<file path="config.mk">
export PLATFORM = sky130hd
export DESIGN_NAME = main_ram_arbiter_flat
export DESIGN_NICKNAME = d
export VERILOG_FILES = /design/src/rtl/vera_mem_pkg.sv /design/src/rtl/main_ram_arbiter_if.sv /design/src/rtl/main_ram_arbiter_rr_picker.sv /design/src/rtl/main_ram_arbiter.sv /design/src/flat_wrapper.sv
export SDC_FILE = /design/constraint.sdc
export NUM_CORES = 1
export LEC_CHECK = 0
export BUFFER_PORTS_ARGS = -buffer_cell sky130_fd_sc_hd__buf_2
export CORE_AREA = 10 10 149 110
export CTS_BUF_LIST = sky130_fd_sc_hd__clkbuf_2 sky130_fd_sc_hd__clkbuf_4 sky130_fd_sc_hd__clkbuf_8
export DETAILED_ROUTE_END_ITERATION = 8
export DIE_AREA = 0 0 159 120
export PLACE_DENSITY_LB_ADDON = 0.25
export SYNTH_ARGS = -nofsm -noshare
export SYNTH_HDL_FRONTEND = slang
export SYNTH_SLANG_ARGS = --single-unit
</file>
<file path="constraint.sdc">
create_clock -name clk -period 9 [get_ports clk]
set_input_delay 1.8 -clock clk [delete_from_list [all_inputs] [get_ports clk]]
set_output_delay 1.8 -clock clk [all_outputs]
set_load 0.03 [all_outputs]
</file>
<file path="src/rtl/vera_mem_pkg.sv">
// Shared main_ram bus geometry, requester port numbering and the read-return tag type.
package vera_mem_pkg;

  localparam int unsigned MRAM_ADDR_W = 15;
  localparam int unsigned MRAM_DATA_W = 32;
  localparam int unsigned MRAM_NSEL_W = 8;

  localparam int unsigned PORT_IDX_W  = 3;
  localparam int unsigned PORT_HOST   = 0;
  localparam int unsigned PORT_L0     = 1;
  localparam int unsigned PORT_L1     = 2;
  localparam int unsigned PORT_SPR    = 3;

  typedef struct packed {
    logic                  valid;
    logic [PORT_IDX_W-1:0] port;
  } rd_tag_t;

endpackage

</file>
<file path="src/rtl/main_ram_arbiter_if.sv">
// Requester-side bundle of the main_ram arbiter: per-port request fields plus shared read return.
interface main_ram_arbiter_if #(
  parameter int unsigned NUM_PORTS = 4
);
  import vera_mem_pkg::*;

  logic [NUM_PORTS-1:0]             req;
  logic [NUM_PORTS*MRAM_ADDR_W-1:0] req_addr;
  logic [NUM_PORTS*MRAM_DATA_W-1:0] req_wrdata;
  logic [NUM_PORTS*MRAM_NSEL_W-1:0] req_wrnibblesel;
  logic [NUM_PORTS-1:0]             req_write;
  logic [NUM_PORTS-1:0]             ack;
  logic [MRAM_DATA_W-1:0]           rd_data;
  logic [NUM_PORTS-1:0]             rd_valid;

  modport master (
    output req, req_addr, req_wrdata, req_wrnibblesel, req_write,
    input  ack, rd_data, rd_valid
  );

  modport slave (
    input  req, req_addr, req_wrdata, req_wrnibblesel, req_write,
    output ack, rd_data, rd_valid
  );

endinterface

</file>
<file path="src/rtl/main_ram_arbiter_rr_picker.sv">
// Combinational round-robin picker: first set bit of req_mask at or after pointer, wrapping.
module rr_picker #(
  parameter int unsigned WIDTH = 4,
  localparam int unsigned PW   = (WIDTH > 1) ? $clog2(WIDTH) : 1
) (
  input  logic [WIDTH-1:0] req_mask,
  input  logic [PW-1:0]    pointer,
  output logic [WIDTH-1:0] grant,
  output logic             found
);

  always_comb begin
    logic [PW:0] sum;
    grant = '0;
    found = 1'b0;
    sum   = '0;
    for (int unsigned i = 0; i < WIDTH; i++) begin
      sum = {1'b0, pointer} + (PW+1)'(i);
      if (sum >= (PW+1)'(WIDTH)) sum = sum - (PW+1)'(WIDTH);
      if (!found && req_mask[sum[PW-1:0]]) begin
        grant[sum[PW-1:0]] = 1'b1;
        found              = 1'b1;
      end
    end
  end

endmodule

</file>
<file path="src/rtl/main_ram_arbiter.sv">
// Sole master of the main_ram bus: port 0 fixed priority with starvation guard, ports 1..N-1
// round-robin, registered bus outputs, and a tag pipeline steering read data back to its owner.
module main_ram_arbiter
  import vera_mem_pkg::*;
#(
  parameter int unsigned NUM_PORTS    = 4,
  parameter int unsigned RD_LATENCY   = 1,
  parameter int unsigned STARVE_LIMIT = 4
) (
  input  logic                   clk,
  input  logic                   rst_n,
  main_ram_arbiter_if.slave      rq,
  output logic [MRAM_ADDR_W-1:0] bus_addr,
  output logic [MRAM_DATA_W-1:0] bus_wrdata,
  output logic [MRAM_NSEL_W-1:0] bus_wrnibblesel,
  output logic                   bus_write,
  input  logic [MRAM_DATA_W-1:0] bus_rddata
);

  localparam int unsigned PW    = $clog2(NUM_PORTS);
  localparam int unsigned DEPTH = RD_LATENCY + 1;
  localparam logic [7:0]  STARVE_MAX = 8'(STARVE_LIMIT);

  logic [NUM_PORTS-1:0]   ack;
  logic [NUM_PORTS-1:0]   rr_mask;
  logic [NUM_PORTS-1:0]   rr_grant;
  logic                   rr_found;
  logic                   starve_hit;
  logic                   rr_win;
  logic [PW-1:0]          rr_ptr;
  logic [7:0]             starve_cnt;

  logic [MRAM_ADDR_W-1:0] win_addr;
  logic [MRAM_DATA_W-1:0] win_wrdata;
  logic [MRAM_NSEL_W-1:0] win_nsel;
  logic                   win_write;
  logic [PORT_IDX_W-1:0]  win_idx;

  rd_tag_t                tag_pipe [DEPTH];
  logic [MRAM_DATA_W-1:0] rd_data_q;

  assign rr_mask = {rq.req[NUM_PORTS-1:1], 1'b0};

  rr_picker #(
    .WIDTH (NUM_PORTS)
  ) u_rr_picker (
    .req_mask (rr_mask),
    .pointer  (rr_ptr),
    .grant    (rr_grant),
    .found    (rr_found)
  );

  assign starve_hit = (STARVE_LIMIT != 0) && (starve_cnt == STARVE_MAX) && rr_found;

  always_comb begin
    ack = '0;
    if (rst_n) begin
      if (rq.req[0] && !starve_hit) ack[0] = 1'b1;
      else if (rr_found)            ack    = rr_grant;
    end
  end

  assign rr_win = (|ack) && !ack[0];
  assign rq.ack = ack;

  always_comb begin
    win_addr   = '0;
    win_wrdata = '0;
    win_nsel   = '0;
    win_write  = 1'b0;
    win_idx    = '0;
    for (int unsigned p = 0; p < NUM_PORTS; p++) begin
      if (ack[p]) begin
        win_addr   = rq.req_addr[p*MRAM_ADDR_W +: MRAM_ADDR_W];
        win_wrdata = rq.req_wrdata[p*MRAM_DATA_W +: MRAM_DATA_W];
        win_nsel   = rq.req_wrnibblesel[p*MRAM_NSEL_W +: MRAM_NSEL_W];
        win_write  = rq.req_write[p];
        win_idx    = PORT_IDX_W'(p);
      end
    end
  end

  always_ff @(posedge clk) begin
    if (!rst_n) begin
      bus_addr        <= '0;
      bus_wrdata      <= '0;
      bus_wrnibblesel <= '0;
      bus_write       <= 1'b0;
      rr_ptr          <= PW'(1);
      starve_cnt      <= '0;
      rd_data_q       <= '0;
      for (int unsigned i = 0; i < DEPTH; i++) tag_pipe[i] <= '0;
    end else begin
      bus_write <= 1'b0;
      if (|ack) begin
        bus_addr        <= win_addr;
        bus_wrdata      <= win_wrdata;
        bus_wrnibblesel <= win_nsel;
        bus_write       <= win_write;
      end
      if (rr_win)
        rr_ptr <= (win_idx == PORT_IDX_W'(NUM_PORTS-1)) ? PW'(1) : PW'(win_idx + PORT_IDX_W'(1));
      if (!rr_found || rr_win)
        starve_cnt <= '0;
      else if (ack[0] && starve_cnt != STARVE_MAX)
        starve_cnt <= starve_cnt + 8'd1;
      tag_pipe[0] <= {(|ack) && !win_write, win_idx};
      for (int unsigned i = 1; i < DEPTH; i++) tag_pipe[i] <= tag_pipe[i-1];
      if (tag_pipe[RD_LATENCY].valid) rd_data_q <= bus_rddata;
    end
  end

  // Returning word is passed straight through in its strobe cycle; the register only holds it afterwards.
  assign rq.rd_data = tag_pipe[RD_LATENCY].valid ? bus_rddata : rd_data_q;

  always_comb begin
    rq.rd_valid = '0;
    if (tag_pipe[RD_LATENCY].valid) rq.rd_valid[PW'(tag_pipe[RD_LATENCY].port)] = 1'b1;
  end

  for (genvar p = 0; p < NUM_PORTS; p++) begin : g_req_stable
    a_req_stable: assert property (@(posedge clk) disable iff (!rst_n)
      (rq.req[p] && !ack[p]) |=> (!rq.req[p] ||
        ($stable(rq.req_addr[p*MRAM_ADDR_W +: MRAM_ADDR_W]) &&
         $stable(rq.req_wrdata[p*MRAM_DATA_W +: MRAM_DATA_W]) &&
         $stable(rq.req_wrnibblesel[p*MRAM_NSEL_W +: MRAM_NSEL_W]) &&
         $stable(rq.req_write[p]))));
  end

endmodule

</file>
<file path="src/flat_wrapper.sv">
// flat-port wrapper written by rule: the top's interface ports become plain ports
module main_ram_arbiter_flat import vera_mem_pkg::*;
#(
  parameter int unsigned NUM_PORTS    = 4,
  parameter int unsigned RD_LATENCY   = 1,
  parameter int unsigned STARVE_LIMIT = 4
)
  (clk, rst_n, bus_addr, bus_wrdata, bus_wrnibblesel, bus_write, bus_rddata, rq_req, rq_req_addr, rq_req_wrdata, rq_req_wrnibblesel, rq_req_write, rq_ack, rq_rd_data, rq_rd_valid);
  main_ram_arbiter_if #(.NUM_PORTS(NUM_PORTS)) rq_i ();
  input  logic clk;
  input  logic rst_n;
  output logic [MRAM_ADDR_W-1:0] bus_addr;
  output logic [MRAM_DATA_W-1:0] bus_wrdata;
  output logic [MRAM_NSEL_W-1:0] bus_wrnibblesel;
  output logic bus_write;
  input  logic [MRAM_DATA_W-1:0] bus_rddata;
  input wire logic [$bits(rq_i.req)-1:0] rq_req;
  input wire logic [$bits(rq_i.req_addr)-1:0] rq_req_addr;
  input wire logic [$bits(rq_i.req_wrdata)-1:0] rq_req_wrdata;
  input wire logic [$bits(rq_i.req_wrnibblesel)-1:0] rq_req_wrnibblesel;
  input wire logic [$bits(rq_i.req_write)-1:0] rq_req_write;
  output wire logic [$bits(rq_i.ack)-1:0] rq_ack;
  output wire logic [$bits(rq_i.rd_data)-1:0] rq_rd_data;
  output wire logic [$bits(rq_i.rd_valid)-1:0] rq_rd_valid;
  assign rq_i.req = rq_req;
  assign rq_i.req_addr = rq_req_addr;
  assign rq_i.req_wrdata = rq_req_wrdata;
  assign rq_i.req_wrnibblesel = rq_req_wrnibblesel;
  assign rq_i.req_write = rq_req_write;
  assign rq_ack = rq_i.ack;
  assign rq_rd_data = rq_i.rd_data;
  assign rq_rd_valid = rq_i.rd_valid;
  main_ram_arbiter #(.NUM_PORTS(NUM_PORTS), .RD_LATENCY(RD_LATENCY), .STARVE_LIMIT(STARVE_LIMIT)) u_core (.clk(clk), .rst_n(rst_n), .rq(rq_i), .bus_addr(bus_addr), .bus_wrdata(bus_wrdata), .bus_wrnibblesel(bus_wrnibblesel), .bus_write(bus_write), .bus_rddata(bus_rddata));
endmodule
</file>
* Word level (Yosys, flattened, before mapping) *
Memories as Yosys holds them, arrays and structs flattened.
Cells that the tools add are included.

storage, ports and cells
  output and inout bits = 96
  memory bits (writable) = 8
  memory bits (read-only) = 0
  bits in latches = 0
  memories kept = 1
  register bits after elaboration = 98
  logic and storage cells = 124

operators by class
  mux-type cells = 60
  eq/ne operators = 3
  $lt $le $gt $ge = 14
  divide/modulo/power cells = 0
  reduce and logical (&&, ||, !) cells = 24
  multipliers = 0
  shift-type cells = 0
  bitwise operators = 6
  $add $sub $neg = 9

memories
  name             words  width  rd ports  clocked after memory_dff  wr ports  RTL line                RTL
  u_core.tag_pipe  2      4      2         0                         2         main_ram_arbiter.sv:39  rd_tag_t tag_pipe [DEPTH];

operators by type and width
  cell                                                                                 number
  32-bit 2-to-1 mux                                                                    5
  15-bit 2-to-1 mux                                                                    4
  4-bit 2-to-1 mux                                                                     9
  8-bit 2-to-1 mux                                                                     4
  1-bit 2-to-1 mux                                                                     21
  2-bit by 3-bit less-than comparator with 1-bit output, second input constant         5
  2-bit 2-to-1 mux                                                                     7
  1-bit logical AND                                                                    13
  4-bit bitwise OR                                                                     3
  1-bit demux with 2-bit select                                                        5
  2-bit by 1-bit greater-or-equal comparator with 1-bit output, second input constant  5
  3-bit greater-or-equal comparator, second input constant                             3
  8-bit by 1-bit adder with 8-bit output, second input constant                        1
  1-bit binary-select mux with 2-bit select                                            4
  8-bit by 3-bit equality test with 1-bit output, second input constant                1
  8-bit by 3-bit inequality test with 1-bit output, second input constant              1
  2-bit by 1-bit subtractor with 2-bit output, second input constant                   4
  1-bit logical NOT                                                                    7
  2-bit by 2-bit adder with 3-bit output, second input constant                        2
  4-bit OR reduction                                                                   1
  2-bit by 1-bit adder with 3-bit output, second input constant                        1
  2-bit by 3-bit greater-or-equal comparator with 1-bit output, second input constant  1
  3-bit 2-to-1 mux                                                                     1
  2-bit by 1-bit adder with 2-bit output, second input constant                        1
  other kinds (6)                                                                      7

* Depth between registers and ports, before layout *
  depth in word-level cells = 26
  mapped depth = 14
  depth with buffers taken out = 11

* Cells and area by module *
Synthesis repeated with hierarchy kept, for this count alone.

second synthesis, totals
  cells, all modules = 842
  area, all modules = 7163.1 µm²

modules (own cells, without submodules)
  module            instances  cells each  area each (µm²)
  main_ram_arbiter  1          780         6655.1
  rr_picker         1          62          508.0

* Worst setup path before layout *
No wires, ideal clock.

  path type = in2out
  from = input port rq_req[1]
  to = output port rq_ack[3]
  path slack = 3.446 ns
  stages = 8
  required time = 7.200 ns
  arrival = 3.754 ns
  path buffers = 3
  path through = clkbuf_1 -> or4_1 -> o22ai_1 -> a221o_1 -> o21ai_1 -> inv_1 -> buf_2 -> buf_1

between the ends
  cells in the longest elaborated chain, start to end = 17

ends and longest elaborated chain
  item                                       RTL line                          RTL
  start: declaration                         flat_wrapper.sv:17                input wire logic [$bits(rq_i.req)-1:0] rq_req;
  1-bit binary-select mux with 2-bit select  main_ram_arbiter_rr_picker.sv:20  if (!found && req_mask[sum[PW-1:0]]) begin
  1-bit 2-to-1 mux (not written as such)     main_ram_arbiter_rr_picker.sv:20
  1-bit 2-to-1 mux                           main_ram_arbiter_rr_picker.sv:20
  1-bit logical NOT                          main_ram_arbiter_rr_picker.sv:20
  1-bit logical AND                          main_ram_arbiter_rr_picker.sv:20
  1-bit 2-to-1 mux                           main_ram_arbiter_rr_picker.sv:20
  1-bit logical NOT                          main_ram_arbiter_rr_picker.sv:20
  1-bit logical AND                          main_ram_arbiter_rr_picker.sv:20
  1-bit 2-to-1 mux                           main_ram_arbiter_rr_picker.sv:20
  1-bit logical NOT                          main_ram_arbiter_rr_picker.sv:20
  1-bit logical AND                          main_ram_arbiter_rr_picker.sv:20
  1-bit 2-to-1 mux                           main_ram_arbiter_rr_picker.sv:20
  1-bit logical AND                          main_ram_arbiter.sv:53            assign starve_hit = (STARVE_LIMIT != 0) && (starve_cnt == STARVE_MAX) && rr_found;
  1-bit logical NOT                          main_ram_arbiter.sv:58            if (rq.req[0] && !starve_hit) ack[0] = 1'b1;
  1-bit logical AND                          main_ram_arbiter.sv:58
  3-bit 2-to-1 mux (*)                       main_ram_arbiter.sv:58
  4-bit 2-to-1 mux (*)                       main_ram_arbiter.sv:57            if (rst_n) begin
  end: declaration                           flat_wrapper.sv:22                output wire logic [$bits(rq_i.ack)-1:0] rq_ack;

Every way passes the cells marked *; elsewhere a longest branch is shown, timed or not. The select of a mux whose other input is x is not followed.

* Worst setup path in the final report *
  from = input port rq_req[3]
  to = output port rq_ack[0]

between the ends
  cells in the longest elaborated chain, start to end = 17

ends and longest elaborated chain
  item                                       RTL line
  1-bit binary-select mux with 2-bit select  main_ram_arbiter_rr_picker.sv:20
  1-bit 2-to-1 mux (not written as such)     main_ram_arbiter_rr_picker.sv:20
  1-bit 2-to-1 mux                           main_ram_arbiter_rr_picker.sv:20
  1-bit logical NOT                          main_ram_arbiter_rr_picker.sv:20
  1-bit logical AND                          main_ram_arbiter_rr_picker.sv:20
  1-bit 2-to-1 mux                           main_ram_arbiter_rr_picker.sv:20
  1-bit logical NOT                          main_ram_arbiter_rr_picker.sv:20
  1-bit logical AND                          main_ram_arbiter_rr_picker.sv:20
  1-bit 2-to-1 mux                           main_ram_arbiter_rr_picker.sv:20
  1-bit logical NOT                          main_ram_arbiter_rr_picker.sv:20
  1-bit logical AND                          main_ram_arbiter_rr_picker.sv:20
  1-bit 2-to-1 mux                           main_ram_arbiter_rr_picker.sv:20
  1-bit logical AND                          main_ram_arbiter.sv:53
  1-bit logical NOT                          main_ram_arbiter.sv:58
  1-bit logical AND                          main_ram_arbiter.sv:58
  1-bit 2-to-1 mux (*)                       main_ram_arbiter.sv:58
  4-bit 2-to-1 mux (*)                       main_ram_arbiter.sv:57

Marks and branches as above.

==> out/results.ini <==
[status]
status = complete, no violations

[layout]
fin_util = 0.6325
fin_nets = 1389
nFillCells = 1247
synthToLayoutAreaGrowth_pct = 29.84
drive_above_1_share = 0.3797

[cts]
cts.sinks = 104
clk-insertion-delay-late_ns = 0.39
ctsHoldBuffers = 0
cts_buffers = 9
cts_tree = built
cts.clk_slew.worst_paths_ns = 0.11
cts_setup_buffers = 0
clock_path_buffers = 2
cts_resized = 0
htree_levels = 3
cts_root_buf = clkbuf_8

[sta]
setup_ws_ns = 2.464
fmax_mhz = 153.0
finalCritPeriodShare = 0.7262
hold_viol = 0
rsz0062_at_grt = no
maxSlewHeadroom = 0.2483
setup_viol = 0
fin_tns_setup_ns = 0
worst_clock_skew_ns = 0.01278
worst_slew_pin_slew_ns = 1.127
min_period_ns = 6.536
maxSlewViolCount = 0
timing.hold.ws_ns = 0.4517

[global_routing]
grt_pass1_vias = 7098
antenna_found_initial = 4
grtUsageTotal = 0.2461
grt_max_degree = 110
grt.overflow.total = 0
grt_pass1_wl_mm = 38.89

[place]
io_buffers = 357
place_hpwl_mm = 18.46
preCtsSetupSlack_ns = 2.557
place_congestion = 0.8833

[power_and_ir_drop]
leakage_nw = 4.308
ir_worst_vdd_mv = 0.07804
power_density_mw_per_mm2 = 166.4

[synth]
synth_cell_types = 45
ys_seq_elements = 104
synth-edff-count = 0
async_reset_ff_frac = 0
synth_area_per_cell_um2 = 7.968
synth_nets = 1101
syn_inst = 829
yosys_warnings = 0
seq_area_frac_synth = 0.3152
syn_area_mm2 = 0.006605
synth_flop_cell = dfxtp_1

[die]
io_pins = 358
coreArea_mm2 = 0.01356
die_width_um = 159
num_rows = 36
start_util = 0.4872
die_y_um = 120
dieArea_mm2 = 0.01908

[routing]
wl_per_cell_um = 19.50
ant_nets = 0
routed_via_density = 5.700
drc = 0
drtIter0Drc = 598
first_pass_iters = 5
wl_mm = 25.66
vias = 7501

[run]
drv_cap = 0

[critical_path]
critPathMaxFanout = 59
worst_ep_required_time_ns = 7.20
endpoint_kind = primary output
start_kind = input port
critical_path_class = in2out
arrival_ns = 4.74

[hold_path]
min_path_type = reg2reg

per-stage QoR:
step / total power, mW / cells / cell area [um2]
detailed placement: 1.137 / 1296 / 8364
global placement: 1.130 / 1296 / 8364
finish: 1.427 / 1316 / 8576
global route: 1.501 / 1316 / 8576
CTS: 1.437 / 1312 / 8566
floorplan: 0.9425 / 829 / 6605
power by group:
part,total (mW),internal (mW),leakage (nW),switching (mW)
combinational,0.563,0.200,3.35,0.363
clock,0.302,0.116,0.0993,0.186
sequential,0.563,0.529,0.859,0.0332
per-layer routing:
| layer | GRT usage | share of wire | vias to the layer above |
|---|---|---|---|
| met1 | 0.2997 | 0.41 | 3478 |
| met5 | 0 | 0 | - |
| met2 | 0.4175 | 0.49 | 372 |
| met4 | 0.06524 | 0.014 | 0 |
| met3 | 0.07275 | 0.086 | 27 |
| li1 | - | - | 3624 |
placed cells by master (no fill, tap or decap), drive strengths merged, types with 12 or more instances in the layout:
cell	n
a21oi	12
a21o	55
o22ai	56
o21ai	67
dfxtp	104
o41a	55
and2	39
buf	367
inv	69
a2111oi	55
mux2	32
nand2	124
registers in the layout (all words and copies together), names as in the netlist:
register	count
u_core.bus_wrdata	32
u_core.bus_addr	15
u_core.bus_wrnibblesel	8
u_core.rr_ptr	2
u_core.bus_write	1
u_core.starve_cnt	8
u_core.tag_pipe	6
u_core.rd_data_q	32
layout make-up:
cell class	instances	area (um2)	area share
repair buffers	367	1862	0.2171
multi-input cells	567	3926	0.4578
diodes	4	10.01	0.001167
well taps	190	237.7	0.02772
flip-flops and latches	104	2082	0.2428
clock inverters	6	63.81	0.007441
clock buffers	10	137.6	0.01605
inverters	68	256.5	0.02991
worst max-delay path, cell delays in order:
cell,delay (ns)
buf_2,0.15
mux2i_1,0.19
nand2_1,0.09
o32ai_1,0.45
a221oi_1,0.19
a211o_2,0.36
buf_4,0.29
a21oi_4,0.21
buf_4,0.60
buf_2,0.33
cell families (layout without fill, tap and decap cells):
group,count (synthesis),after routing,share of synthesized area
DFF,104,104,0.3152
muxes,37,37,0.06213
other,0,4,0
and+or+nand+nor,199,199,0.1383
xor gates and xnor gates,2,2,0.002653
adders and majority gates,10,10,0.01894
buffers and inverters,158,451,0.09547
AOI/OAI and AO/OA,319,319,0.3673
cell usage after synthesis (10+ instances only):
cell       count  area (um2)
o21ai_1       56       280.3
nor2_1        10       37.54
and2_1        39       244.0
mux2_2        32       360.4
a21oi_1       12       60.06
a21o_1        55       412.9
nand2_1      124       465.5
ha_1          10       125.1
inv_1         67       251.5
o21ai_0       11       55.05
a2111oi_0     55       481.7
o22ai_1       56       350.3
dfxtp_1      104        2082
clkbuf_1      68       255.2
o41a_1        55       619.3
worst paths after layout:
kind                            to  cells after the start  slack [ns]             startpoint
max                      rq_ack[0]                     10        2.46              rq_req[3]
min          u_core.tag_pipe[0][5]                      1        0.45  u_core.tag_pipe[0][1]
max reg2reg   u_core.starve_cnt[1]                     12        4.11       u_core.rr_ptr[1]
min reg2reg  u_core.tag_pipe[0][5]                      1        0.45  u_core.tag_pipe[0][1]
Power figures use the tool's default switching activity.
